--- config.mk ---
export PLATFORM = sky130hd
export DESIGN_NAME = alu_issue_ctrl
export DESIGN_NICKNAME = d
export VERILOG_FILES = /design/src/rtl/alu_issue_ctrl.sv
export SDC_FILE = /design/constraint.sdc
export NUM_CORES = 2
export LEC_CHECK = 0
export CAP_MARGIN = 40
export CORE_UTILIZATION = 33
export DETAILED_ROUTE_END_ITERATION = 8
export SLEW_MARGIN = 10
export SYNTH_ARGS = -nofsm -noshare
export SYNTH_HDL_FRONTEND = slang
export SYNTH_SLANG_ARGS = --single-unit
--- constraint.sdc ---
create_clock -name CLK -period 4.8 [get_ports CLK]
set_clock_uncertainty 0.05 [all_clocks]
set_input_delay 0.96 -clock CLK [delete_from_list [all_inputs] [get_ports CLK]]
set_output_delay 0.96 -clock CLK [all_outputs]
set_load 0.01 [all_outputs]
--- src/rtl/alu_issue_ctrl.sv ---
// Issue/writeback controller for the external combinational ALU.
// One R-type instruction in flight: IDLE -> DECODE -> EXEC -> WB, with a 32-entry register file and a debug port.
module alu_issue_ctrl #(
    parameter int unsigned DATA_WIDTH = 32,
    parameter int unsigned OPRN_WIDTH = 6,
    parameter int unsigned REG_ADDR_W = 5
) (
    input  logic                  CLK,
    input  logic                  RST,
    input  logic                  instr_valid,
    input  logic [31:0]           instr,
    output logic                  instr_ready,
    output logic [DATA_WIDTH-1:0] alu_op1,
    output logic [DATA_WIDTH-1:0] alu_op2,
    output logic [OPRN_WIDTH-1:0] alu_oprn,
    input  logic [DATA_WIDTH-1:0] alu_result,
    output logic                  done,
    output logic                  err,
    input  logic                  dbg_we,
    input  logic [REG_ADDR_W-1:0] dbg_waddr,
    input  logic [DATA_WIDTH-1:0] dbg_wdata,
    input  logic [REG_ADDR_W-1:0] dbg_raddr,
    output logic [DATA_WIDTH-1:0] dbg_rdata
);

    localparam int unsigned NUM_REGS = 1 << REG_ADDR_W;

    typedef enum logic [1:0] {
        S_IDLE   = 2'd0,
        S_DECODE = 2'd1,
        S_EXEC   = 2'd2,
        S_WB     = 2'd3
    } state_t;

    state_t                  state;
    state_t                  next_state;
    logic [31:0]             instr_q;
    logic [DATA_WIDTH-1:0]   result_q;
    logic [DATA_WIDTH-1:0]   regs [NUM_REGS];

    logic [5:0]              opcode;
    logic [REG_ADDR_W-1:0]   rs;
    logic [REG_ADDR_W-1:0]   rt;
    logic [REG_ADDR_W-1:0]   rd;
    logic [4:0]              shamt;
    logic [5:0]              funct;

    logic                    dec_legal;
    logic                    dec_shift;
    logic [OPRN_WIDTH-1:0]   dec_oprn;

    logic                    done_d;
    logic                    err_d;
    logic                    ready_d;
    logic                    op_load;

    assign opcode = instr_q[31:26];
    assign rs     = instr_q[25:21];
    assign rt     = instr_q[20:16];
    assign rd     = instr_q[15:11];
    assign shamt  = instr_q[10:6];
    assign funct  = instr_q[5:0];

    // funct to ALU operation code; anything unmapped or with a nonzero opcode is illegal
    always_comb begin
        dec_legal = 1'b1;
        dec_shift = 1'b0;
        dec_oprn  = '0;
        case (funct)
            6'h20: dec_oprn = OPRN_WIDTH'(8'h01);
            6'h22: dec_oprn = OPRN_WIDTH'(8'h02);
            6'h2C: dec_oprn = OPRN_WIDTH'(8'h03);
            6'h02: begin dec_oprn = OPRN_WIDTH'(8'h04); dec_shift = 1'b1; end
            6'h01: begin dec_oprn = OPRN_WIDTH'(8'h05); dec_shift = 1'b1; end
            6'h24: dec_oprn = OPRN_WIDTH'(8'h06);
            6'h25: dec_oprn = OPRN_WIDTH'(8'h07);
            6'h27: dec_oprn = OPRN_WIDTH'(8'h08);
            6'h2A: dec_oprn = OPRN_WIDTH'(8'h09);
            default: dec_legal = 1'b0;
        endcase
        if (opcode != 6'd0) dec_legal = 1'b0;
    end

    always_ff @(posedge CLK or negedge RST) begin
        if (!RST) state <= S_IDLE;
        else      state <= next_state;
    end

    always_comb begin
        next_state = state;
        case (state)
            S_IDLE:   if (instr_valid) next_state = S_DECODE;
            S_DECODE: next_state = dec_legal ? S_EXEC : S_IDLE;
            S_EXEC:   next_state = S_WB;
            S_WB:     next_state = S_IDLE;
            default:  next_state = S_IDLE;
        endcase
    end

    always_comb begin
        done_d  = 1'b0;
        err_d   = 1'b0;
        op_load = 1'b0;
        ready_d = (next_state == S_IDLE);
        case (state)
            S_DECODE: begin
                err_d   = !dec_legal;
                op_load = dec_legal;
            end
            S_WB:    done_d = 1'b1;
            default: ;
        endcase
    end

    always_ff @(posedge CLK or negedge RST) begin
        if (!RST) begin
            instr_ready <= 1'b1;
            done        <= 1'b0;
            err         <= 1'b0;
            alu_op1     <= '0;
            alu_op2     <= '0;
            alu_oprn    <= '0;
            instr_q     <= '0;
            result_q    <= '0;
        end else begin
            instr_ready <= ready_d;
            done        <= done_d;
            err         <= err_d;
            if (state == S_IDLE && instr_valid) instr_q <= instr;
            if (state == S_EXEC) result_q <= alu_result;
            if (op_load) begin
                alu_op1  <= regs[rs];
                alu_op2  <= dec_shift ? DATA_WIDTH'(shamt) : regs[rt];
                alu_oprn <= dec_oprn;
            end
        end
    end

    // R0 is never written, so it stays at its reset value of zero
    always_ff @(posedge CLK or negedge RST) begin
        if (!RST) begin
            for (int i = 0; i < int'(NUM_REGS); i++) regs[i] <= '0;
        end else begin
            if (state == S_IDLE && dbg_we && dbg_waddr != '0) regs[dbg_waddr] <= dbg_wdata;
            if (state == S_WB && rd != '0) regs[rd] <= result_q;
        end
    end

    assign dbg_rdata = regs[dbg_raddr];

endmodule
==> out/qor.yml <==
timing:
  max_slew_margin_pct: 33.62
  rsz0062_at_grt: "no"
  fin_setup_tns_ns: 0
  hold_violations: 0
  fin_crit_ns: 4.618
  setup_viol: 0
  worst_pin_slew_ns: 0.9707
  timing.fmax_ghz: 0.2166
  drv_slew: 0
  min_period_over_period_pct: 96.20
critical_path:
  crit_chain: "buf_8 -> buf_12 -> buf_12 -> mux4_2 -> mux4_2 -> mux2_2 -> clkdlybuf4s50_1"
  ff2ff_setup_slack_ns: 1.33
  r2r-end: "alu_op2[0]"
  crit_required_ns: 3.79
  timing.rr.start: "instr_q[17]"
  reg2reg_depth: 6
  worst_ep_arrival_time_ns: 3.61
  crit_path_max_fanout: 28
  worstSetupEndpointType: "output pin"
  cp-startpoint: "dbg_raddr[0]"
  slowest_delay_ns: 0.53
  slowest_stage: "mux4_2"
  endpoint: "dbg_rdata[30]"
  critPathKind: "primary input to output pin"
  cp-start-kind: "primary input"
clock_network:
  clk_path_buf_depth: 3
  clk_pin_slew_ns: 0.05
  insertion_delay_ns: 0.85
  cts.sinks: 1161
  post_cts_buffers: 0
  cts_resized: 0
  cts_made_buffers: 135
  ctsHoldBuffers: 0
  cts_tree: "built"
  cts_root_buf: "clkbuf_16"
  h-tree-depth: 4
finish:
  layout-drive-gt1-share_pct: 24.12
  nets: 6501
  final_cell_area_um2: 87540
  fillers: 21230
  area_growth_pct: 15.76
floorplan:
  rows: 175
  die_h_um: 480.7
  io_pins: 215
  dieArea_um2: 231100
  coreArea_um2: 227500
  start_util_pct: 33.24
  die_width_um: 480.7
pwr:
  vdd_ir_drop_max_mv: 0.4493
  p_leak_nw: 34.85
  power_density_nw_per_um2: 402.5
route:
  drc_errors: 0
  drt_wl_total_um: 320400
  drt_iter0_drc: 9496
  ant_nets: 0
  vias_per_cell: 6.416
  drtPass1Iterations: 7
  via_count: 61020
  route.detailed.wl_per_inst_um: 33.69
placement:
  dpl.hpwl_um: 195300
  dpl-instance-area_um2: 82930
  gp_congestion: 0.8974
  io_buffers: 212
yosys:
  ys_seq_elements: 1161
  synthTopCellsByArea: "dfrtp_1 38%, mux4_2 25%, mux2i_1 13%"
  synth_ff_type: "dfrtp_1"
  synth.distinct_cells: 52
  synth_warnings: 0
  synth_edf_count: 0
  async_flop_share_pct: 100.0
  synthDominantCellAreaShare_pct: 38.39
  syn_avg_cell_area_um2: 11.53
  synth_top_area_cell: "dfrtp_1"
  syn_inst: 6556
  synth_area_um2: 75620
  seq_area_frac_synth_pct: 38.42
global_route:
  grt_use_total_pct: 27.40
  first_global_vias: 58740
  grt_max_degree: 117
  antenna_found_initial: 20
  grt_pass1_wl_um: 454200
  overflow: 0
status:
  status: "finished clean"
hold_path:
  hp-class: "primary input to asynchronous set/reset pin"
run:
  max-cap-violations: 0
==> per-stage QoR <==
stage | util, % | hold WS (ns) | power, mW | setup slack [ns] | instances
after CTS | 38.45 | 0.1915 | 35.02 | 0.1957 | 9502
after floorplan | - | 0.4080 | 20.07 | 1.034 | 6557
after global routing | 38.47 | 0.2324 | 36.40 | 0.1076 | 9507
after global placement | 35.76 | 0.3453 | 23.59 | 0.2042 | 9184
final | 38.48 | 0.1931 | 35.23 | 0.1823 | 9511
after detailed placement | 36.45 | 0.3546 | 24.18 | 0.2003 | 9260
==> layer usage <==
layer / share of wire [%] / vias to the layer above / GRT usage [%]
met2: 44 / 4655 / 40.68
met4: 6.5 / 24 / 15.35
li1: - / 24340 / -
met3: 13 / 1126 / 9.297
met1: 37 / 30880 / 34.83
met5: 0.061 / - / 0.1657
==> layout make-up <==
class,instances,area [um^2],area share [%]
Timing Repair Buffer,507,6543,7.474
Multi-Input combinational cell,4582,43580,49.79
Inverter,4,15.01,0.01715
Antenna cell,6,15.01,0.01715
Clock inverter,42,581.8,0.6646
Sequential cell,1161,29080,33.22
Tap cell,3009,3765,4.301
Clock buffer,200,3955,4.518
==> state kept, by name, indices dropped and copies added, names as in the netlist <==
signal       count
err              1
alu_op1         32
done             1
instr_q         32
alu_op2         32
instr_ready      1
state            2
regs          1024
result_q        32
alu_oprn         4
==> synth_stat cells, types with 52 or more instances <==
cell type	n
dfrtp_1	1160
mux2i_1	1010
mux4_2	831
a21oi_1	573
clkbuf_1	573
nand2_1	551
nor2_1	548
o21ai_0	543
buf_2	133
mux2_2	131
a22o_1	98
a22oi_1	84
buf_4	52
==> power breakdown <==
part / internal (mW) / total [mW] / switching [mW]
logic: 5.54 / 10.6 / 5.09
registers: 11.5 / 13.7 / 2.26
clock network: 6.24 / 10.9 / 4.63
==> worst min-delay path by stage <==
stage	start	endpoint	slack, ns	depth (start not counted)
after floorplan	regs[1000]	regs[1000]	0.41	1
after global placement	regs[1004]	regs[1004]	0.35	0
after detailed placement	regs[1016]	regs[1016]	0.35	0
after CTS	RST	done	0.19	1
after global routing	RST	instr_q[25]	0.23	1
final	RST	instr_q[1]	0.19	1
==> cell families after synthesis <==
logic type	share of synthesized area, %
muxes	40.07
AOI/OAI and AO/OA	10.52
and+or+nand+nor	6.299
DFF	38.42
buffers and inverters	4.658
xor gates and xnor gates	0.02317
other	0.004959
==> cell usage in the layout (no fill, tap or decap), types with 26 or more instances in the layout <==
cell,count
o22ai_1,26
buf_4,126
o2bb2ai_1,27
clkdlybuf4s50_1,206
a221oi_1,32
dfrtp_1,1152
mux2i_1,1010
clkbuf_16,137
a22o_1,98
buf_8,31
mux4_2,831
nand2_1,518
a22oi_1,84
buf_12,105
buf_16,34
nand2_4,33
clkbuf_8,29
clkbuf_1,34
mux2_2,131
a21oi_1,573
o21ai_0,543
nor2_1,529
==> worst max-delay path: cells and delay by family <==
| family | cells | cell delay, ns |
|---|---|---|
| buffers and inverters | 4 | 1.21 |
| multiplexers | 3 | 1.38 |
No activity file was read; power rests on OpenSTA's default activity.
